## config.mk

```make
export PLATFORM = sky130hd
export DESIGN_NAME = reg_bus_arbiter
export DESIGN_NICKNAME = d
export VERILOG_FILES = /design/src/rtl/reg_bus_arbiter_pkg.sv /design/src/rtl/reg_bus_arbiter_rr_arb2.sv /design/src/rtl/reg_bus_arbiter.sv
export SDC_FILE = /design/constraint.sdc
export NUM_CORES = 1
export LEC_CHECK = 0
export BUFFER_PORTS_ARGS = -buffer_cell sky130_fd_sc_hd__buf_4
export CAP_MARGIN = 20
export CORE_ASPECT_RATIO = 0.5
export CORE_MARGIN = 2
export CORE_UTILIZATION = 46
export DETAILED_ROUTE_END_ITERATION = 8
export PLACE_DENSITY = 0.84
export SYNTH_ARGS = -nofsm -noshare
export SYNTH_HDL_FRONTEND = slang
export SYNTH_SLANG_ARGS = --single-unit
```

## constraint.sdc

```tcl
create_clock -name clk -period 3.13 [get_ports clk]
set_input_delay 0.4695 -clock clk [delete_from_list [all_inputs] [get_ports clk]]
set_output_delay 0.4695 -clock clk [all_outputs]
set_load 0.005 [all_outputs]
```

## src/rtl/reg_bus_arbiter_pkg.sv

```systemverilog
// Shared definitions for the peripheral register-bus arbiter: FSM states,
// register ids of the i2c/uart/counter register file, and the timeout fill value.
package reg_bus_arbiter_pkg;

  typedef enum logic [1:0] {
    ST_IDLE   = 2'd0,
    ST_ACCESS = 2'd1,
    ST_RESP   = 2'd2
  } state_e;

  localparam logic [15:0] ID_I2C_DATA   = 16'd1;
  localparam logic [15:0] ID_I2C_STATUS = 16'd2;
  localparam logic [15:0] ID_UART_DATA  = 16'd3;
  localparam logic [15:0] ID_TXCOUNT    = 16'd4;
  localparam logic [15:0] ID_RXCOUNT    = 16'd5;
  localparam logic [15:0] ID_BUSY       = 16'd8;
  localparam logic [15:0] ID_SYNC       = 16'd9;

  localparam logic [15:0] DEAD_DATA = 16'hDEAD;

endpackage

```

## src/rtl/reg_bus_arbiter_rr_arb2.sv

```systemverilog
// Two-way round-robin grant. last_q remembers the last served port; on a tie
// the other port wins. Reset sets last_q to port 1 so port 0 wins the first tie.
module rr_arb2 (
  input  logic       clk,
  input  logic       rst_n,
  input  logic [1:0] req,
  input  logic       update_en,
  input  logic       update_port,
  output logic       any,
  output logic       gnt
);

  logic last_q, last_d;

  // NOTE: every output of a combinational block gets a value on every path, so no latch is inferred.
  always_comb begin
    any    = |req;
    gnt    = (&req) ? ~last_q : req[1];
    last_d = update_en ? update_port : last_q;
  end

  // NOTE: clocked state uses non-blocking assignments so all flops update together at the edge.
  always_ff @(posedge clk) begin
    if (!rst_n) last_q <= 1'b1;
    else        last_q <= last_d;
  end

endmodule

```

## src/rtl/reg_bus_arbiter.sv

```systemverilog
// Round-robin arbiter sharing the peripheral register bus between the soft CPU
// (port 0) and the UART command interpreter (port 1). Optional bus_ready
// timeout is compiled in with `define REG_BUS_TIMEOUT_EN.
module reg_bus_arbiter
  import reg_bus_arbiter_pkg::*;
#(
  parameter int             DW      = 16,
  parameter int             IW      = 16,
  parameter logic [IW-1:0]  IDLE_ID = '0,
  parameter int             TIMEOUT = 255
) (
  input  logic          clk,
  input  logic          rst_n,
  input  logic          req0_valid,
  input  logic          req0_write,
  input  logic [IW-1:0] req0_id,
  input  logic [DW-1:0] req0_wdata,
  output logic          ack0,
  output logic [DW-1:0] rdata0,
  input  logic          req1_valid,
  input  logic          req1_write,
  input  logic [IW-1:0] req1_id,
  input  logic [DW-1:0] req1_wdata,
  output logic          ack1,
  output logic [DW-1:0] rdata1,
  output logic [IW-1:0] bus_id,
  output logic          bus_read,
  output logic          bus_write,
  output logic [DW-1:0] bus_wdata,
  input  logic [DW-1:0] bus_rdata,
  input  logic          bus_ready,
  output logic          busy,
  output logic          err
);

  state_e        state_q, state_d;
  logic          port_q, port_d;
  logic          write_q, write_d;
  logic [IW-1:0] bus_id_q, bus_id_d;
  logic          bus_read_q, bus_read_d;
  logic          bus_write_q, bus_write_d;
  logic [DW-1:0] bus_wdata_q, bus_wdata_d;
  logic          busy_q, busy_d;
  logic          ack0_q, ack0_d, ack1_q, ack1_d;
  logic [DW-1:0] rdata0_q, rdata0_d, rdata1_q, rdata1_d;
  logic [DW-1:0] rsp_data;
  logic          arb_any, arb_gnt, arb_update;
  logic          sel_write;
  logic          timeout_hit;
  logic          err_d;

  rr_arb2 u_arb (
    .clk         (clk),
    .rst_n       (rst_n),
    .req         ({req1_valid, req0_valid}),
    .update_en   (arb_update),
    .update_port (port_q),
    .any         (arb_any),
    .gnt         (arb_gnt)
  );

  assign sel_write = arb_gnt ? req1_write : req0_write;

`ifdef REG_BUS_TIMEOUT_EN
  localparam int CW = (TIMEOUT > 255) ? $clog2(TIMEOUT + 1) : 8;
  logic [CW-1:0] cnt_q, cnt_d;
  logic          err_q;

  always_comb begin
    timeout_hit = (state_q == ST_ACCESS) && (cnt_q == CW'(TIMEOUT - 1));
    if (state_q != ST_ACCESS) cnt_d = '0;
    else                      cnt_d = cnt_q + 1'b1;
  end

  always_ff @(posedge clk) begin
    if (!rst_n) begin
      cnt_q <= '0;
      err_q <= 1'b0;
    end else begin
      cnt_q <= cnt_d;
      err_q <= err_d;
    end
  end

  assign err = err_q;
`else
  assign timeout_hit = 1'b0;
  assign err         = 1'b0;
`endif

  always_comb begin
    state_d     = state_q;
    port_d      = port_q;
    write_d     = write_q;
    bus_id_d    = bus_id_q;
    bus_read_d  = bus_read_q;
    bus_write_d = 1'b0;
    bus_wdata_d = bus_wdata_q;
    busy_d      = busy_q;
    ack0_d      = 1'b0;
    ack1_d      = 1'b0;
    rdata0_d    = '0;
    rdata1_d    = '0;
    err_d       = 1'b0;
    arb_update  = 1'b0;
    rsp_data    = '0;

    unique case (state_q)
      ST_IDLE: begin
        if (arb_any) begin
          state_d     = ST_ACCESS;
          port_d      = arb_gnt;
          write_d     = sel_write;
          bus_id_d    = arb_gnt ? req1_id : req0_id;
          bus_read_d  = ~sel_write;
          bus_write_d = sel_write;
          bus_wdata_d = sel_write ? (arb_gnt ? req1_wdata : req0_wdata) : '0;
          busy_d      = 1'b1;
        end
      end
      ST_ACCESS: begin
        // A real bus_ready takes priority over a timeout landing in the same cycle.
        if (bus_ready || timeout_hit) begin
          if (!bus_ready)    rsp_data = DW'(DEAD_DATA);
          else if (!write_q) rsp_data = bus_rdata;
          state_d     = ST_RESP;
          ack0_d      = ~port_q;
          ack1_d      = port_q;
          rdata0_d    = port_q ? '0 : rsp_data;
          rdata1_d    = port_q ? rsp_data : '0;
          err_d       = ~bus_ready;
          bus_id_d    = IDLE_ID;
          bus_read_d  = 1'b0;
          bus_wdata_d = '0;
        end
      end
      ST_RESP: begin
        state_d    = ST_IDLE;
        busy_d     = 1'b0;
        arb_update = 1'b1;
      end
      default: state_d = ST_IDLE;
    endcase
  end

  always_ff @(posedge clk) begin
    if (!rst_n) begin
      state_q     <= ST_IDLE;
      port_q      <= 1'b0;
      write_q     <= 1'b0;
      bus_id_q    <= IDLE_ID;
      bus_read_q  <= 1'b0;
      bus_write_q <= 1'b0;
      bus_wdata_q <= '0;
      busy_q      <= 1'b0;
      ack0_q      <= 1'b0;
      ack1_q      <= 1'b0;
      rdata0_q    <= '0;
      rdata1_q    <= '0;
    end else begin
      state_q     <= state_d;
      port_q      <= port_d;
      write_q     <= write_d;
      bus_id_q    <= bus_id_d;
      bus_read_q  <= bus_read_d;
      bus_write_q <= bus_write_d;
      bus_wdata_q <= bus_wdata_d;
      busy_q      <= busy_d;
      ack0_q      <= ack0_d;
      ack1_q      <= ack1_d;
      rdata0_q    <= rdata0_d;
      rdata1_q    <= rdata1_d;
    end
  end

  assign bus_id    = bus_id_q;
  assign bus_read  = bus_read_q;
  assign bus_write = bus_write_q;
  assign bus_wdata = bus_wdata_q;
  assign busy      = busy_q;
  assign ack0      = ack0_q;
  assign ack1      = ack1_q;
  assign rdata0    = rdata0_q;
  assign rdata1    = rdata1_q;

endmodule

```

==> results of run 1 <==
==> cell usage in the layout (no fill, tap or decap), types with 2 or more instances in the layout <==
cell,count
nand2b_1,18
o2bb2ai_1,23
mux2i_1,33
o21a_1,2
clkinvlp_4,2
buf_4,157
clkbuf_16,9
inv_1,4
nand2_1,6
o2bb2ai_2,9
nor2_1,34
dfxtp_1,74
o21ai_0,2
nor2b_1,2
a21oi_1,3
==> stage by stage <==
stage | util, % | area (um2) | std cells | setup WS [ps] | power, mW
3_5_place_dp | 69.30 | 3855 | 454 | 882.3 | 1.336
6_report | 74.79 | 4160 | 470 | 1221 | 2.340
5_1_grt | 74.79 | 4160 | 470 | 1057 | 2.435
2_1_floorplan | - | 2684 | 240 | 1586 | 1.170
3_3_place_gp | 69.30 | 3855 | 454 | 966.5 | 1.326
4_1_cts | 74.79 | 4160 | 470 | 1173 | 2.365
==> flip-flops by register name, indices dropped and copies added (netlist names) <==
| name | count |
|---|---|
| ack0 | 1 |
| ack1 | 1 |
| bus_id | 16 |
| bus_read | 1 |
| bus_wdata | 16 |
| bus_write | 1 |
| busy | 1 |
| port_q | 1 |
| rdata0 | 16 |
| rdata1 | 16 |
| state_q | 2 |
| u_arb.last_q | 1 |
| write_q | 1 |
==> cell type report <==
| cell class | count | area (um2) | area share, % |
|---|---|---|---|
| clock buffers | 11 | 242.7 | 5.835 |
| well taps | 73 | 91.34 | 2.195 |
| clock inverters | 5 | 62.56 | 1.504 |
| repair buffers | 157 | 1179 | 28.33 |
| flip-flops and latches | 74 | 1481 | 35.61 |
| multi-input cells | 146 | 1089 | 26.17 |
| inverters | 4 | 15.01 | 0.3609 |
==> worst paths after layout <==
| check | startpoint | endpoint | slack [ps] |
|---|---|---|---|
| setup reg to reg | u_arb.last_q$_SDFFE_PN1P_ | bus_wdata[4]$_SDFFE_PN0P_ | 1220 |
| setup / recovery | u_arb.last_q$_SDFFE_PN1P_ | bus_wdata[4]$_SDFFE_PN0P_ | 1220 |
| hold reg to reg | bus_id[12]$_SDFFE_PN0P_ | bus_id[12]$_SDFFE_PN0P_ | 460 |
| hold / removal | rst_n | u_arb.last_q$_SDFFE_PN1P_ | 360 |
==> report_power, final <==
group	internal [mW]	total [mW]	leakage, nW	switching (mW)
clock	0.643	1.02	0.142	0.380
sequential	0.988	1.02	0.603	0.0326
combinational	0.176	0.296	1.33	0.120
==> per-layer routing <==
| layer | vias to the layer above | track usage [%] | wire length (um) |
|---|---|---|---|
| met1 | 1051 | 22.12 | 2528 |
| met2 | 82 | 39.83 | 3820 |
| met5 | - | 0 | 0 |
| met3 | 14 | 7.636 | 438 |
| li1 | 1140 | - | - |
| met4 | 0 | 8.537 | 136 |
==> cell families after synthesis <==
kind of cell    after synthesis  share of synthesized area [%]
simple gates                 68                          12.40
other cells                   1                         0.1397
buf+inv                      20                          4.242
flops                        74                          55.20
mux                          33                          12.31
compound gates               44                          15.71
==> metrics.txt, run 1 <==
Total Wirelength=6923 um; Hold Path Cell Cnt=2; area grow syn2layout=55.01%; synth top area cells=dfxtp_1, mux2i_1, o2bb2ai_1, o2bb2ai_2, nor2_1; Post-synth top flop=dfxtp_1; max cap viols=0; outcome=finished, final reports clean; Post-CTS Setup Inserts=0; count of pins over their slew limit=0; worst hold slack=355.9 ps; length in cells of the worst reg-to-reg path=3; diode count=0; first-pass iteration count of the detailed router=4; async set-reset flop share out of synthesis=0%; Placer Congestion=0.7303; CTS H-tree depth=3; Worst-Skew Late Latency=320 ps; crit-path max cell delay=770 ps; port buffer count=between 150 and 200; Initial Utilization=between 40% and 50%; Min-Delay Path Class=input pin to flip-flop; largest net degree at the start of global routing=33; Remaining DRCs=0; core area=~0.0056 mm2; total grt overflow=0; final hold vios=0; CTS Buf Count=9; Worst setup SP type=flip-flop; critical path class=flip-flop to flip-flop; Rel. slew slack=47.82%; worst path required time=about 3300 ps; Post-CTS Resized=0; #FFs+latches synth=74; chip width=112.0 um; most frequent cell after synthesis=dfxtp_1; Setup-failing EPs final=0; Buf/Inv on CP=0; hold buffers post-CTS=0; Critical Path Stages=3; CP endpoint kind=flip-flop; Starting DRT DRC Count=71; Via Count=2,287; share of cells above drive strength 1=46.35%; WP data arrival=2080 ps; crit path max fanout=17; Post-Syn Area=0.002684 mm2; CTS root buffer=clkbuf_16; antenna violations before repair=0; worst-path cell chain=a21bo_2 > a221o_1 > o2bb2ai_1; Synthesized Nets=327; Leak Pwr=2.077 nW; cell accounting for the most synthesized area=dfxtp_1; fillers=409; Worst-Margin Slew=782.5 ps; fmax=between 0.5 and 0.6 GHz; Post-synth top cells=dfxtp_1, nor2_1, mux2i_1; clock period minus final worst setup slack=1909 ps; post-route ant nets=0; routed length per instance=14.73 um; Distinct cells, synth=32; Clock Sinks=74; Ys Warns=0; post-synthesis sequential area ratio=55.20%; Synth top area share=55.20%; final worst path period share=60.99%; Crit path max-delay family=compound AO/OA/AOI/OAI gates; Post-synth EDFFs=0; pwr dens=between 500 and 600 mW/mm2; number of global-route vias before repair=2,318; Die Height=58.01 um; Max VDD drop=0.3395 mV; via density per instance=4.866; Worst Skew=4.318 ps; Final TNS setup=0 ps; Reg clk slew, reported paths=60 ps; RSZ-0062 raised after global routing=no; Crit-path slowest cell=a221o_1; # IOs=157; CTS max path bufs=2; Mapped Cells=240; Global Route Usage Sum=21.15%; first-pass GRT wire length=10,760 um; # nets final=roughly 480; CTS tree=yes; Mapped Avg Cell Area=11.18 um2; full die area=0.006498 mm2; Rows=19; Post-DP HPWL=slightly below 5000 um
Note: power is estimated with default switching activity, not from simulation.
==> inputs of run 2 (changes only) <==
CORE_UTILIZATION = 43   (was 46)
PLACE_DENSITY = 0.79   (was 0.84)
clock period = 2 ns   (was 3.13 ns; I/O delays follow)
==> metrics.txt, run 2 (synthesis gave the netlist of run 1 again) <==
outcome=finished, final reports clean; Setup-failing EPs final=0; Post-CTS Setup Inserts=0; max cap viols=0; full die area=0.006928 mm2; RSZ-0062 raised after global routing=no; Remaining DRCs=0; first-pass iteration count of the detailed router=4; number of global-route vias before repair=2,162; Clock Sinks=74; CTS H-tree depth=3; chip width=115.7 um; Rows=20; Worst-Margin Slew=853.8 ps; final worst path period share=between 80 and 90%; commonest non-fill, non-tap cell in the layout=buf_4; routed length per instance=13.75 um; sw frac=21.13%; Min-Delay Path Class=input pin to flip-flop; port buffer count=155; DP Area=0.003889 mm2; Via Count=2,325; area grow syn2layout=58.32%; total grt overflow=0; pwr dens=approximately 930 mW/mm2; first-pass GRT wire length=10,010 um; core area=a little over 0.006 mm2; CTS Buf Count=9; final hold vios=0; diode count=0; Internal=roughly 3.1 mW; crit path max fanout=17; share of cells above drive strength 1=a little under half; CP endpoint kind=flip-flop; Worst setup SP type=flip-flop; Reg clk slew, reported paths=60 ps; Clk pwr share=47.9%; post-route ant nets=0; WP data arrival=1900 ps; Total Wirelength=6697 um; clock period minus final worst setup slack=between 1500 and 2000 ps; Comb pwr share=11.8%; Placer Congestion=0.7766; post-route cell area=about 0.0042 mm2; worst path required time=~2200 ps; Leak Pwr=2.120 nW; Global Route Usage Sum=18.74%; fmax=~0.61 GHz; Initial Utilization=between 40% and 50%; # IOs=157; most frequent cells in the layout=buf_4, dfxtp_1, nor2_1; fraction of power consumed by sequential logic=between 40 and 50%; via density per instance=4.774; Max VDD drop=0.5296 mV; hold buffers post-CTS=0; Worst Skew=6.902 ps; # nets final=481; count of pins over their slew limit=0; Final TNS setup=0 ps; Post-DP HPWL=4930 um; CTS tree=yes; critical path class=flip-flop to flip-flop; switching pwr=835.5 uW; largest net degree at the start of global routing=33; antenna violations before repair=0; Die Height=59.87 um; Starting DRT DRC Count=83; Rel. slew slack=43.06%; Post-CTS Resized=0; Worst-Skew Late Latency=320 ps; CTS max path bufs=2; CTS root buffer=clkbuf_16
-- run 2: cell count changes in the layout (fill, tap and decap cells not counted) --
cell,before,now
clkbuf_1,1,0
clkinv_4,1,0
clkbuf_8,1,2
bufinv_16,1,3
clkinvlp_4,2,0
inv_6,1,2
buf_4,157,159
-- run 2: worst max-delay path, stage by stage (launching register included) --
cell and delay, ps:
dfxtp_1 360, or3b_1 380, a221o_1 580, o2bb2ai_2 250
-- run 2: power groups by stage --
| stage | sequential (mW) | clock, mW | combinational, mW |
|---|---|---|---|
| finish | 1.60 | 1.89 | 0.466 |
| global route | 1.60 | 2.00 | 0.506 |
| CTS | 1.60 | 1.91 | 0.472 |
| detailed placement | 1.63 | 0 | 0.469 |
| global placement | 1.62 | 0 | 0.457 |
| floorplan | 1.62 | 0 | 0.211 |
-- run 2: area by class of cell --
class / count / area [um2]
Inverter: 4 / 15.01
Timing Repair Buffer: 159 / 1194
Sequential cell: 74 / 1481
Multi-Input combinational cell: 146 / 1089
Clock buffer: 11 / 252.7
Tap cell: 88 / 110.1
Fill cell: 435 / 1807
Clock inverter: 5 / 107.6
-- run 2: path summary, 6_finish.rpt --
kind / start / endpoint / slack [ps] / cells past startpoint
worst max-delay path: state_q[1]$_SDFFE_PN0P_ / bus_wdata[8]$_SDFFE_PN0P_ / 350 / 3
worst max register to register: state_q[1]$_SDFFE_PN0P_ / bus_wdata[8]$_SDFFE_PN0P_ / 350 / 3
worst min register to register: bus_id[14]$_SDFFE_PN0P_ / bus_id[14]$_SDFFE_PN0P_ / 460 / 1
worst min-delay path: rst_n / u_arb.last_q$_SDFFE_PN1P_ / 180 / 2
-- run 2: layer usage --
| metal | track usage, % | vias up | part of all wire [%] |
|---|---|---|---|
| met1 | 20.78 | 1088 | 41 |
| met5 | 0 | - | 0 |
| li1 | - | 1147 | - |
| met4 | 5.272 | 0 | 0.84 |
| met3 | 6.491 | 9 | 6.1 |
| met2 | 34.84 | 81 | 52 |
-- run 2: metrics by stage --
stage	std cells	total power, mW	setup slack (ps)	hold WS, ps	utilization (%)
3_5_place_dp	471	2.095	325.1	451.3	64.21
2_1_floorplan	240	1.831	587.9	361.9	-
6_report	487	3.955	348.0	181.7	70.17
4_1_cts	487	3.978	331.6	173.6	70.17
3_3_place_gp	471	2.082	375.7	448.0	64.21
5_1_grt	487	4.110	226.9	183.5	70.17
